File: src/rtl/corefifo_sync_ctrl.sv
// Single-clock FIFO controller for the COREFIFO USRAM wrapper.
// Owns pointers, occupancy, level flags and read-valid tracking.
module corefifo_sync_ctrl #(
  parameter int WIDTH        = 32,
  parameter int DEPTH        = 16,
  parameter int AFULL_LEVEL  = 12,
  parameter int AEMPTY_LEVEL = 2,
  parameter int PIPE         = 1,
  localparam int AW          = $clog2(DEPTH)
) (
  input  logic             CLOCK,
  input  logic             RESET,
  input  logic             WE,
  input  logic [WIDTH-1:0] DATA,
  input  logic             RE,
  output logic [WIDTH-1:0] Q,
  output logic             DVLD,
  output logic             FULL,
  output logic             EMPTY,
  output logic             AFULL,
  output logic             AEMPTY,
  output logic [AW:0]      WRCNT,
  output logic             OVERFLOW,
  output logic             UNDERFLOW,
  output logic [AW-1:0]    RAM_WADDR,
  output logic [WIDTH-1:0] RAM_WDATA,
  output logic             RAM_WEN,
  output logic [AW-1:0]    RAM_RADDR,
  output logic             RAM_REN,
  input  logic [WIDTH-1:0] RAM_RDATA
);

  localparam logic [AW:0] CNT_FULL = (AW+1)'(DEPTH);
  localparam logic [AW:0] CNT_AF   = (AW+1)'(AFULL_LEVEL);
  localparam logic [AW:0] CNT_AE   = (AW+1)'(AEMPTY_LEVEL);

  logic [AW:0]   wptr_q, wptr_d;
  logic [AW:0]   rptr_q, rptr_d;
  logic [AW:0]   cnt_q, cnt_d;
  logic          full_q, empty_q;
  logic          afull_q, aempty_q;
  logic          ovf_q, udf_q;
  logic [PIPE:0] dvld_q, dvld_d;
  logic          wa, ra;

  assign wa = WE & ~full_q;
  assign ra = RE & ~empty_q;

  always_comb begin
    wptr_d = wptr_q + {{AW{1'b0}}, wa};
    rptr_d = rptr_q + {{AW{1'b0}}, ra};
    cnt_d  = cnt_q + {{AW{1'b0}}, wa}
                   - {{AW{1'b0}}, ra};
    // Oldest pop sits in the top bit.
    dvld_d = (dvld_q << 1) | (PIPE+1)'(ra);
  end

  always_ff @(posedge CLOCK) begin
    if (RESET) begin
      wptr_q   <= '0;
      rptr_q   <= '0;
      cnt_q    <= '0;
      full_q   <= 1'b0;
      empty_q  <= 1'b1;
      afull_q  <= 1'b0;
      aempty_q <= 1'b1;
      ovf_q    <= 1'b0;
      udf_q    <= 1'b0;
      dvld_q   <= '0;
    end else begin
      wptr_q   <= wptr_d;
      rptr_q   <= rptr_d;
      cnt_q    <= cnt_d;
      full_q   <= (cnt_d == CNT_FULL);
      empty_q  <= (cnt_d == '0);
      afull_q  <= (cnt_d >= CNT_AF);
      aempty_q <= (cnt_d <= CNT_AE);
      ovf_q    <= WE & full_q;
      udf_q    <= RE & empty_q;
      dvld_q   <= dvld_d;
    end
  end

  assign RAM_WEN   = wa;
  assign RAM_WADDR = wptr_q[AW-1:0];
  assign RAM_WDATA = DATA;
  assign RAM_REN   = ra;
  assign RAM_RADDR = rptr_q[AW-1:0];

  assign Q         = RAM_RDATA;
  assign DVLD      = dvld_q[PIPE];
  assign FULL      = full_q;
  assign EMPTY     = empty_q;
  assign AFULL     = afull_q;
  assign AEMPTY    = aempty_q;
  assign WRCNT     = cnt_q;
  assign OVERFLOW  = ovf_q;
  assign UNDERFLOW = udf_q;

  // Pointer distance must always equal occupancy.
  a_ptr_cnt : assert property (
    @(posedge CLOCK) disable iff (RESET)
    (wptr_q - rptr_q) == cnt_q);

endmodule

File: config.mk
export PLATFORM = sky130hd
export DESIGN_NAME = corefifo_sync_ctrl
export DESIGN_NICKNAME = d
export VERILOG_FILES = /design/src/rtl/corefifo_sync_ctrl.sv
export SDC_FILE = /design/constraint.sdc
export NUM_CORES = 1
export LEC_CHECK = 0
export CORE_UTILIZATION = 27
export DETAILED_ROUTE_END_ITERATION = 8
export PLACE_DENSITY_LB_ADDON = 0.05
export SYNTH_ARGS = -nofsm -noshare
export SYNTH_HDL_FRONTEND = slang
export SYNTH_SLANG_ARGS = --single-unit
export TNS_END_PERCENT = 20
File: constraint.sdc
create_clock -name CLOCK -period 3.13 [get_ports CLOCK]
set_clock_uncertainty 0.2 [all_clocks]
set_input_delay 0.626 -clock CLOCK [delete_from_list [all_inputs] [get_ports CLOCK]]
set_output_delay 0.626 -clock CLOCK [all_outputs]
set_load 0.01 [all_outputs]
==> results.yml, run 1 <==
run_status:
  result_of_the_run: "complete, no violations"
setup_path:
  r2r.worst_path.cells: 11
  most_frequent_cell_on_critical_path: "nand2_1"
  cp-start-kind: "input port"
  worst_setup_path_startpoint: "WE"
  rr_startpoint: "EMPTY"
  worst-path-stages: 11
  category_of_cells_accounting_for_the_largest_share_of_critical_path_delay: "simple AND/OR/NAND/NOR gates"
  worstSetupPathType: "input port to flop"
  crit_fanout: 5
  critical_path_arrival_ps: 2870
  timing.rr.end: "FULL"
  crit_slowest_cell: "clkdlybuf4s50_1"
  regToRegSetupSlack_ps: 710
  critPathCapture: "FULL"
  timing.critical_path.buf_inv: 2
  cp_cell_sequence: "clkdlybuf4s50_1 -> nor2b_1 -> nand2_1 -> nand2_1 -> ha_1 -> inv_1 -> fa_1 -> nand2b_1 -> a21oi_1 -> xnor2_2 -> and4bb_2"
  critical_path.max_stage_delay_ps: 470
  setup.worst_path.end_class: "flop"
  cp_data_required_time_ps: 3080
placed_design:
  hpwlAfterDp_um: 2320
  dpl_cell_area_um2: 1230
  place.port_buffers: 25
  routability_congestion_estimate_from_global_placement: 0.844
  place_inst: 184
grt:
  grt_max_degree: 12
  grt_pass1_vias: 798
  wire_length_of_the_first_global_routing_pass_um: 4260
  groute.usage.overall_pct: 10.7
  antenna_found_initial: 0
  grt-ovfl-total: 0
synth:
  syn_nets: 229
  synth_adder_area_share_pct: 7.99
  synth_xor_xnor_area_share_pct: 5.20
  yosysUniqueCellTypes: 21
  ys_top_cells_by_area: "buf_4, dfxtp_1, ha_1, nor2_1, nor2b_1"
  synth_top_family_by_area: "buffers and inverters"
  yosysWarnings: 0
  synth.yosys.seq_area_share_pct: 31.2
  synth_compound_gate_area_share_pct: 2.97
  yosysTopAreaCell: "buf_4"
  synth_largest_type_area_fraction_pct: 35.7
  synthesized_area_fraction_occupied_by_and_or_nand_nor_cells_pct: 14.2
  syn_avg_cell_area_um2: 8.81
  synth.area.mux_share_pct: 0
  postSynthRegisterBits: 21
  synthesis.instances: 153
  synthesis.area_um2: 1350
route:
  final_antenna_net_count: 0
  vias_per_cell: 4.08
  dr.pass1.iters: 2
  drc_errors: 0
  wl_um: 2820
  vias: 767
  routedWlPerCell_um: 15.0
  first_iter_violations: 8
sta:
  achievable-frequency_ghz: 0.343
  final-max-slew-violation-count: 0
  worst-slew-pin-transition_ps: 458
  hold_viol_final: 0
  timing.final.crit_share_pct: 93.3
  slew-limit-headroom_pct: 69.4
  layout_min_cycle_time_ps: 2920
  setup_repair_after_global_routing_missed_its_margin: "no"
  final-setup-viol-count: 0
die:
  width_of_the_chip_um: 72.6
  initial_core_util_pct: 28.3
  num_io_pins: 154
  floorplan.die_area_um2: 5280
  floorplan.rows: 25
  core_area_um2: 4750
  chipHeight_um: 72.6
power:
  power.leakage_uw: 0.000544
  total_power_uw: 1150
  power_density_nw_per_um2: 894
  ir_drop_uv: 268
clocking:
  cts_inserted_buffers: 3
  path_clk_slew_ps: 80
  cts-root-to-sink-buffers: 2
  ctsHtreeMaxLevel: 1
  ctsRootBufferMaster: "clkbuf_8"
  cts_setup_buffers: 0
  tritoncts: "yes"
  numClockSinks: 21
  clk_latency_ps: 260
final_layout:
  final_cells: 188
  area.growth.synth_to_final_pct: -4.74
  num-nets-final: 198
  antenna_cells: 0
  n_fill_cell: 524
  stdcell_area_um2: 1280
  multi_input_area_um2: 417
  regArea_um2: 420
  layout-drive-gt1-share_pct: 8.26
hold_path:
  holdCritPathClass: "flop to flop"
flow_run:
  cap_viol_max_count: 0
## layout by cell type, fill, tap and decap left out, drive strengths merged
| master | netlist | layout |
|---|---|---|
| ha | 7 | 7 |
| nand3 | 2 | 2 |
| a41o | 2 | 2 |
| inv | 8 | 8 |
| buf | 64 | 5 |
| nand2 | 3 | 3 |
| nand2b | 4 | 4 |
| nor2 | 12 | 12 |
| xnor2 | 5 | 5 |
| and2 | 1 | 1 |
| or2 | 1 | 1 |
| dfxtp | 21 | 21 |
| and3 | 3 | 3 |
| and4bb | 1 | 1 |
| fa | 1 | 1 |
| nand4 | 1 | 1 |
| clkdlybuf4s50 | 0 | 25 |
| nor2b | 7 | 7 |
| or3 | 1 | 1 |
| clkbuf | 2 | 4 |
| a21oi | 4 | 4 |
| xor2 | 3 | 3 |
## sequential cells by signal, indices dropped and copies added (netlist names)
name,cells
UNDERFLOW,1
wptr_q,4
dvld_q,2
AFULL,1
WRCNT,5
AEMPTY,1
OVERFLOW,1
FULL,1
rptr_q,4
EMPTY,1
## cell usage after synthesis, drive strengths merged
cell / count
or2: 1
or3: 1
and4bb: 1
nor2: 12
dfxtp: 21
xnor2: 5
nand4: 1
nand2b: 4
nand3: 2
clkbuf: 2
a21oi: 4
ha: 7
nand2: 3
nor2b: 7
fa: 1
buf: 64
inv: 8
and3: 3
a41o: 2
and2: 1
xor2: 3
## how the worst min path moves through the flow
stage	from	to	slack, ps	cells after the start
floorplan	dvld_q[0]	dvld_q[1]	210	1
global placement	dvld_q[0]	dvld_q[1]	240	1
detailed placement	dvld_q[0]	dvld_q[1]	230	1
CTS	dvld_q[0]	dvld_q[1]	250	1
global route	dvld_q[0]	dvld_q[1]	270	1
finish	dvld_q[0]	dvld_q[1]	250	1
## final cells by class
class | count | share of cell area, %
Multi-Input combinational cell | 58 | 32.5
Sequential cell | 21 | 32.7
Tap cell | 67 | 6.53
Timing Repair Buffer | 30 | 22.4
Clock buffer | 4 | 3.51
Inverter | 8 | 2.34
## routing by layer
layer	share of wire [%]	global-route usage [%]	wire, um
met5	0	0	0
met4	3.0	8.28	85
met3	13	4.01	370
met2	48	16.6	1350
met1	36	11.9	1020
## stage by stage
stage / setup slack (ps) / setup TNS, ps / hold WS, ps / utilization (%)
floorplan: 424 / 0 / 214 / -
global placement: -24.6 / -24.6 / 240 / 25.9
detailed placement: -101 / -121 / 233 / 25.9
CTS: 173 / 0 / 252 / 26.8
global route: 37.1 / 0 / 270 / 27.0
finish: 210 / 0 / 249 / 27.0
## where the power goes
part           leakage [uW]  switching, uW  internal, uW
Sequential         0.000173           43.8           332
Combinational      0.000349            291           303
Clock             0.0000228           87.6          90.6
## logic make-up after synthesis
family / Yosys count
AO/OA/AOI/OAI: 6
XOR/XNOR: 8
adder cells (fa/ha/maj): 8
buffers and inverters: 74
flip-flops: 21
AND/OR/NAND/NOR: 36
## timing repair
item	CTS	global route
setup endpoints to repair	0	1
gates resized for setup	0	1
hold buffers	0	0
No activity file was read; power rests on OpenSTA's default activity.
==> inputs of run 2 (changes only) <==
==> constraint.sdc (replaced) <==
create_clock -name CLOCK -period 3.13 [get_ports CLOCK]
set_clock_uncertainty 0.2 [all_clocks]
set_input_delay 0.626 -clock CLOCK [delete_from_list [all_inputs] [get_ports CLOCK]]
set_output_delay 0.626 -clock CLOCK [all_outputs]
set_load 0.1 [all_outputs]
==> results.yml, run 2 (synthesized netlist as in run 1, its figures left out) <==
run_status:
  result_of_the_run: "complete, no violations"
final_layout:
  largest_reg_flops: 5
  antenna_cells: 0
  commonest_cells_after_routing_fill_and_taps_aside: "buf_4, dfxtp_1, nor2_1"
  layout-drive-gt1-share_pct: 30.1
  num-nets-final: 200
  stdcell_area_um2: 1280
  n_fill_cell: 539
  layout.core_utilization_pct: 26.9
  layout.cells.most_common: "buf_4"
  area.growth.synth_to_final_pct: -5.20
setup_path:
  critical_path_arrival_ps: 2950
  category_of_cells_accounting_for_the_largest_share_of_critical_path_delay: "simple AND/OR/NAND/NOR gates"
  timing.critical_path.buf_inv: 3
  cp_data_required_time_ps: 3080
  worst_setup_path_startpoint: "RE"
  rr_startpoint: "EMPTY"
  cp-start-kind: "input port"
  critical_path.max_stage_delay_ps: 480
  setup.worst_path.end_class: "flop"
  most_frequent_cell_on_critical_path: "nand2b_1"
  worstSetupPathType: "input port to flop"
  cp_cell_sequence: "clkdlybuf4s50_1 -> nand2b_1 -> clkinvlp_4 -> nand2b_1 -> nand2_1 -> ha_1 -> inv_1 -> fa_1 -> nand2b_1 -> a21oi_1 -> xnor2_1 -> and4bb_2"
  regToRegSetupSlack_ps: 570
  crit_slowest_cell: "clkdlybuf4s50_1"
  crit_fanout: 5
clocking:
  numClockSinks: 21
  ctsRootBufferMaster: "clkbuf_8"
  tritoncts: "yes"
  ctsHtreeMaxLevel: 1
  cts.hold.buffers_added: 0
  cts_setup_buffers: 0
  postCtsResizedCells: 0
  cts_inserted_buffers: 3
  path_clk_slew_ps: 80
  clk_latency_ps: 260
  cts-root-to-sink-buffers: 2
die:
  initial_core_util_pct: 28.3
  floorplan.die_area_um2: 5280
  chipHeight_um: 72.6
  floorplan.rows: 25
  core_area_um2: 4750
  width_of_the_chip_um: 72.6
  num_io_pins: 154
placed_design:
  hpwlAfterDp_um: 2290
  pre_cts_ws_ps: -120
  place.port_buffers: 25
  dpl_cell_area_um2: 1230
  routability_congestion_estimate_from_global_placement: 0.773
grt:
  grt_max_degree: 13
  wire_length_of_the_first_global_routing_pass_um: 3900
  grt-ovfl-total: 0
  groute.usage.overall_pct: 9.99
  antenna_found_initial: 0
  grt_pass1_vias: 769
route:
  vias: 770
  routedWlPerCell_um: 14.7
  wl_um: 2790
  drc_errors: 0
  final_antenna_net_count: 0
  first_iter_violations: 48
  vias_per_cell: 4.05
  dr.pass1.iters: 4
sta:
  hold_viol_final: 0
  final-setup-viol-count: 0
  worst-slew-pin-transition_ps: 360
  slew-limit-headroom_pct: 75.9
  fin_worst_hold_slack_ps: 262
  setup_repair_after_global_routing_missed_its_margin: "no"
  achievable-frequency_ghz: 0.334
  final-max-slew-violation-count: 0
  setup_slack_ps: 137
  timing.final.crit_share_pct: 95.6
  layout_min_cycle_time_ps: 2990
power:
  ir_drop_uv: 277
  power_density_nw_per_um2: 1280
  power.leakage_uw: 0.000591
flow_run:
  cap_viol_max_count: 0
hold_path:
  holdCritStartpoint: "dvld_q[0]"
  holdCritPathClass: "flop to flop"
[run 2: final cells by class]
cell class                 count  area, um2  share of cell area (%)
inverter                       8       33.8                    2.64
clock buffer                   4       45.0                    3.53
timing repair buffer          32        273                    21.4
multi-input combinational     58        417                    32.6
tap                           67       83.8                    6.56
sequential                    21        425                    33.3
[run 2: final timing paths]
| check | to | cells after the start |
|---|---|---|
| setup reg to reg | FULL | 11 |
| hold reg to reg | dvld_q[1] | 1 |
| setup / recovery | FULL | 12 |
| hold / removal | dvld_q[1] | 1 |
[run 2: power by group]
group / leakage (uW) / internal [uW] / switching [uW] / total, uW
combinational: 0.000395 / 340 / 737 / 1080
sequential: 0.000173 / 336 / 44.3 / 380
clock: 0.0000228 / 90.6 / 86.9 / 178
[run 2: stage by stage]
stage	std cells	power, uW	TNS (ps)
3_5_place_dp	186	1470	-232
2_1_floorplan	153	1550	0
5_1_grt	190	1730	0
3_3_place_gp	186	1480	-126
6_report	190	1630	0
4_1_cts	190	1650	0
[run 2: metal layers]
metal,vias to the layer above,global-route usage (%),share of wire (%)
met5,-,0,0
met2,61,16.7,47
li1,356,-,-
met1,335,9.75,35
met3,18,4.28,15
met4,0,7.63,3.0
